`config.mk`:
```
export PLATFORM = sky130hd
export DESIGN_NAME = uart_rx
export DESIGN_NICKNAME = d
export VERILOG_FILES = /design/src/rtl/riscv_pkg.sv /design/src/rtl/uart_rx_sync.sv /design/src/rtl/uart_rx.sv
export SDC_FILE = /design/constraint.sdc
export NUM_CORES = 1
export LEC_CHECK = 0
export BUFFER_PORTS_ARGS = -buffer_cell sky130_fd_sc_hd__clkbuf_2
export CORE_MARGIN = 5
export CORE_UTILIZATION = 49
export CTS_BUF_LIST = sky130_fd_sc_hd__clkbuf_8
export DETAILED_ROUTE_END_ITERATION = 8
export GPL_ROUTABILITY_DRIVEN = 0
export GPL_TIMING_DRIVEN = 0
export PLACE_DENSITY_LB_ADDON = 0.15
export SLEW_MARGIN = 30
export SYNTH_ARGS = -nofsm -noshare
export SYNTH_HDL_FRONTEND = slang
export SYNTH_SLANG_ARGS = --single-unit
```
`constraint.sdc`:
```
create_clock -name clk -period 3.99 [get_ports clk]
set_input_delay 0 -clock clk [delete_from_list [all_inputs] [get_ports clk]]
set_output_delay 0 -clock clk [all_outputs]
set_load 0.1 [all_outputs]
```
`src/rtl/riscv_pkg.sv`:
```
// Shared SoC constants and types used by the UART receiver and its MMIO decode.
package riscv_pkg;

  // Default bit period: 100 MHz / 115200 baud, shared with the transmitter.
  localparam int UART_CLKS_PER_BIT = 868;

  localparam logic [31:0] UART_RX_DATA_ADDR = 32'h1000_0004;
  localparam logic [31:0] UART_RX_STAT_ADDR = 32'h1000_0008;

  typedef enum logic [2:0] {
    IDLE,
    START,
    DATA,
    PARITY,
    STOP
  } uart_rx_state_t;

endpackage

```
`src/rtl/uart_rx_sync.sv`:
```
// Two-flop synchronizer for a single asynchronous input, with a parameterised reset value.
module uart_rx_sync #(
  parameter logic RST_VAL = 1'b1
) (
  input  logic clk,
  input  logic rst_n,
  input  logic d,
  output logic q
);

  logic meta;

  // NOTE: sequential state always uses non-blocking assignments so both flops
  // sample their inputs from the same edge and the chain behaves as a pipeline.
  always_ff @(posedge clk or negedge rst_n) begin
    if (!rst_n) begin
      meta <= RST_VAL;
      q    <= RST_VAL;
    end else begin
      meta <= d;
      q    <= meta;
    end
  end

endmodule

```
`src/rtl/uart_rx.sv`:
```
// Byte-wide UART receiver with a one-entry buffer and sticky error flags.
// Define UART_RX_PARITY_EN to receive 8E1 frames instead of 8N1.
module uart_rx
  import riscv_pkg::*;
#(
  parameter int CLKS_PER_BIT = UART_CLKS_PER_BIT
) (
  input  logic       clk,
  input  logic       rst_n,
  input  logic       rx_pin,
  input  logic       rx_ack,
  input  logic       err_clr,
  output logic [7:0] rx_data,
  output logic       rx_valid,
  output logic       frame_err,
  output logic       parity_err,
  output logic       overrun,
  output logic       busy
);

  localparam int               CNT_W    = $clog2(CLKS_PER_BIT);
  localparam logic [CNT_W-1:0] CNT_HALF = CNT_W'(CLKS_PER_BIT / 2 - 1);
  localparam logic [CNT_W-1:0] CNT_LAST = CNT_W'(CLKS_PER_BIT - 1);

  uart_rx_state_t   state, state_n;
  logic [CNT_W-1:0] cnt, cnt_n;
  logic [2:0]       idx, idx_n;
  logic [7:0]       sh, sh_n;
  logic             rx_s, rx_s_d;
  logic             ev_commit, ev_ferr;

  uart_rx_sync #(.RST_VAL(1'b1)) u_sync (
    .clk  (clk),
    .rst_n(rst_n),
    .d    (rx_pin),
    .q    (rx_s)
  );

`ifdef UART_RX_PARITY_EN
  logic par_pend, par_pend_n, ev_perr;
`endif

  always_ff @(posedge clk or negedge rst_n) begin
    if (!rst_n) begin
      state  <= IDLE;
      cnt    <= '0;
      idx    <= '0;
      sh     <= '0;
      rx_s_d <= 1'b1;
`ifdef UART_RX_PARITY_EN
      par_pend <= 1'b0;
`endif
    end else begin
      state  <= state_n;
      cnt    <= cnt_n;
      idx    <= idx_n;
      sh     <= sh_n;
      rx_s_d <= rx_s;
`ifdef UART_RX_PARITY_EN
      par_pend <= par_pend_n;
`endif
    end
  end

  // NOTE: every signal assigned here gets a default first, so no path through
  // the case statement can leave one unassigned and infer a latch.
  always_comb begin
    state_n   = state;
    cnt_n     = cnt + CNT_W'(1);
    idx_n     = idx;
    sh_n      = sh;
    ev_commit = 1'b0;
    ev_ferr   = 1'b0;
`ifdef UART_RX_PARITY_EN
    par_pend_n = par_pend;
    ev_perr    = 1'b0;
`endif
    unique case (state)
      IDLE: begin
        cnt_n = '0;
`ifdef UART_RX_PARITY_EN
        par_pend_n = 1'b0;
`endif
        // Only a true 1->0 transition starts a frame; a line stuck low does not.
        if (rx_s_d && !rx_s) state_n = START;
      end
      START: begin
        if (cnt == CNT_HALF) begin
          cnt_n   = '0;
          idx_n   = '0;
          state_n = rx_s ? IDLE : DATA;
        end
      end
      DATA: begin
        if (cnt == CNT_LAST) begin
          cnt_n = '0;
          sh_n  = {rx_s, sh[7:1]};
          idx_n = idx + 3'd1;
          if (idx == 3'd7) begin
`ifdef UART_RX_PARITY_EN
            state_n = PARITY;
`else
            state_n = STOP;
`endif
          end
        end
      end
`ifdef UART_RX_PARITY_EN
      PARITY: begin
        if (cnt == CNT_LAST) begin
          cnt_n      = '0;
          par_pend_n = (^sh) ^ rx_s;
          state_n    = STOP;
        end
      end
`endif
      STOP: begin
        if (cnt == CNT_LAST) begin
          cnt_n   = '0;
          state_n = IDLE;
          if (!rx_s) ev_ferr = 1'b1;
`ifdef UART_RX_PARITY_EN
          else if (par_pend) ev_perr = 1'b1;
`endif
          else ev_commit = 1'b1;
        end
      end
      default: state_n = IDLE;
    endcase
  end

  // A new error in the same cycle as err_clr keeps its flag set.
  always_ff @(posedge clk or negedge rst_n) begin
    if (!rst_n) begin
      rx_data   <= 8'h00;
      rx_valid  <= 1'b0;
      frame_err <= 1'b0;
      overrun   <= 1'b0;
    end else begin
      if (ev_commit && (!rx_valid || rx_ack)) begin
        rx_data  <= sh;
        rx_valid <= 1'b1;
      end else if (rx_ack) begin
        rx_valid <= 1'b0;
      end
      frame_err <= ev_ferr | (frame_err & ~err_clr);
      overrun   <= (ev_commit & rx_valid & ~rx_ack) | (overrun & ~err_clr);
    end
  end

`ifdef UART_RX_PARITY_EN
  always_ff @(posedge clk or negedge rst_n) begin
    if (!rst_n) parity_err <= 1'b0;
    else        parity_err <= ev_perr | (parity_err & ~err_clr);
  end
`else
  assign parity_err = 1'b0;
`endif

  assign busy = (state != IDLE);

endmodule
```
==> impl_metrics.toml <==
[place]
place_ws_ns = 1.986
io_buffer_count = 16
dp.cells = 210
place_hpwl_um = 2453

[sta]
grt_setup_unrepaired = "false"
hold_viol = 0
fin_ws_ns = 1.996
post-route-period-util_pct = 49.98
setup_violations = 0
skew_ns = 0.007973
fmax_ghz = 0.5015
worst_slew_pin_slew_ns = 0.6672
slew_viol_final = 0
finalWorstPathRequiredPeriod_ns = 1.994
whs_ns = 0.2045
max-slew-margin-rel_pct = 55.52
fin_setup_tns_ns = 0

[clock_tree]
cts_root_buf = "clkbuf_8"
clk_path_buf_depth = 2
clock_sinks = 38
post_cts_resized = 0
cts_buffers = 5
clk-insertion-delay-late_ns = 0.29
htree_levels = 2
path_clk_slew_ns = 0.08
cts_tree = "done"

[drt]
drt_wl_total_um = 3459
ant_nets = 0
drc = 0
wl_per_cell_um = 15.58
dr.pass1.iters = 4
vias = 1217
drt_iter0_markers = 99
viasPerCell = 5.482

[floorplan]
die_w_um = 71.27
ioPinCount = 18
die_y_um = 71.27
die_area_um2 = 5079
fp-row-count = 22
core_um2 = 3661
start_util_pct = 50.24

[logic_synthesis]
ys_types = 41
netlist_area_um2 = 1839
syn_inst = 146
synth_largest_area_cell = "dfrtp_1"
synth_fp_nets = 155
synth_most_common_cell = "dfrtp_1"
yosysWarnings = 0
synth.area.top_cells = "dfrtp_1, mux2_2, a211oi_2, dfstp_2, xnor2_1"
async_reset_ff_share_pct = 100.0
synthFlopType = "dfrtp_1"
ys_ff_latch = 38
synth_commonest_cells = "dfrtp_1, mux2_2, a211oi_2"
synth_top_area_share_pct = 47.62
synth-edff-count = 0
yosysSeqAreaShare_pct = 51.90
syn_area_per_cell_um2 = 12.60

[worst_setup_path]
r2r_start = "cnt[0]$_DFF_PN0_"
worstSetupStartpointType = "register"
critPathKind = "register to output pin"
worstPathArrival_ns = 1.99
worst-path-max-fanout = 10
cp-startpoint = "state[0]$_DFFE_PN0P_"
required_ns = 3.99
reg2reg_setup_slack_ns = 2.00
cp-end-kind = "output pin"

[layout]
nFillCells = 297
area_growth_pct = 17.41
nets = 182
diodes = 0
drive_gt1_share_pct = 37.93
stdcell_count = 222

[global_routing]
grt_max_degree = 39
grt_pass1_vias = 1225
grt_use_total_pct = 14.49
antenna_found_initial = 0
grt_pass1_wl_um = 5720
grt-ovfl-total = 0

[job]
cap_viol_max_count = 0

[power]
p_leak_nw = 0.9906
ir_drop_mv = 0.2533
cellPowerDensity_nw_per_um2 = 465.1

[min_path]
hp-class = "primary input to async pin"

[status]
status = "finished clean"
## cell type report
class / count / area [um^2] / area share (%)
flip-flops and latches: 38 / 954.7 / 44.21
well taps: 48 / 60.06 / 2.781
inverters: 8 / 30.03 / 1.390
repair buffers: 20 / 122.6 / 5.678
plain buffers: 6 / 40.04 / 1.854
clock buffers: 5 / 68.82 / 3.187
multi-input cells: 94 / 814.5 / 37.72
clock inverters: 3 / 68.82 / 3.187
## where the power goes
part	switching [mW]	leakage, nW	internal (mW)
logic	0.0650	0.420	0.0694
registers	0.0604	0.502	0.423
clock network	0.137	0.0683	0.250
total	0.262	0.991	0.742
## cells by family after synthesis
logic type | Yosys count | share of synthesized area (%)
AND/OR/NAND/NOR | 43 | 15.38
flip-flops | 38 | 51.91
AO/OA/AOI/OAI | 19 | 10.41
multiplexers | 18 | 11.02
buffers and inverters | 14 | 3.809
XOR/XNOR | 8 | 3.810
adder cells (fa/ha/maj) | 5 | 3.469
other | 1 | 0.2039
## critical path, stage by stage, from the launching register on
cell and delay [ns]:
dfrtp_1 0.36, buf_2 0.18, inv_1 0.12, clkbuf_1 0.53, nand2_1 0.11, clkbuf_2 0.40
## repair_timing
action / CTS / global route
endpoints found under the hold margin: 39 / 0
setup endpoints to repair: 0 / 0
hold buffers: 4 / 0
buffers inserted: 0 / 0
## stage by stage
step	power, mW	area, um^2	util [%]
2_1_floorplan	0.5839	1839	-
3_3_place_gp	0.6158	1979	54.07
3_5_place_dp	0.6216	1979	54.07
4_1_cts	1.016	2157	58.92
5_1_grt	1.050	2160	58.99
6_report	1.004	2160	58.99
## cell usage in the layout, fill, tap and decap left out, types with 7 or more instances in the layout
master / netlist / routed
clkbuf_2: 1 / 16
xnor2_1: 7 / 7
inv_1: 8 / 8
nand3_1: 8 / 8
a211oi_2: 10 / 10
dfrtp_1: 35 / 35
mux2_2: 16 / 16
## registers in the layout, indices dropped and copies added, names as in the netlist
signal	count
idx	3
frame_err	1
u_sync.q	1
rx_s_d	1
rx_data	8
u_sync.meta	1
state	3
cnt	10
overrun	1
rx_valid	1
sh	8
## final timing paths
check / to / depth (start not counted)
hold reg to reg: u_sync.q$_DFF_PN1_ / 0
min in group clk: u_sync.meta$_DFF_PN1_ / 2
setup reg to reg: idx[1]$_DFFE_PN0P_ / 6
hold / removal: state[2]$_DFFE_PN0P_ / 2
setup / recovery: busy / 5
max in group asynchronous: u_sync.meta$_DFF_PN1_ / 2
## metal layers
| layer | wire length [um] | GRT usage, % |
|---|---|---|
| met1 | 1420 | 17.41 |
| met2 | 1781 | 23.67 |
| met4 | 65 | 5.846 |
| met3 | 191 | 5.189 |
| met5 | 0 | 0 |
(Power assumes the default switching activity.)
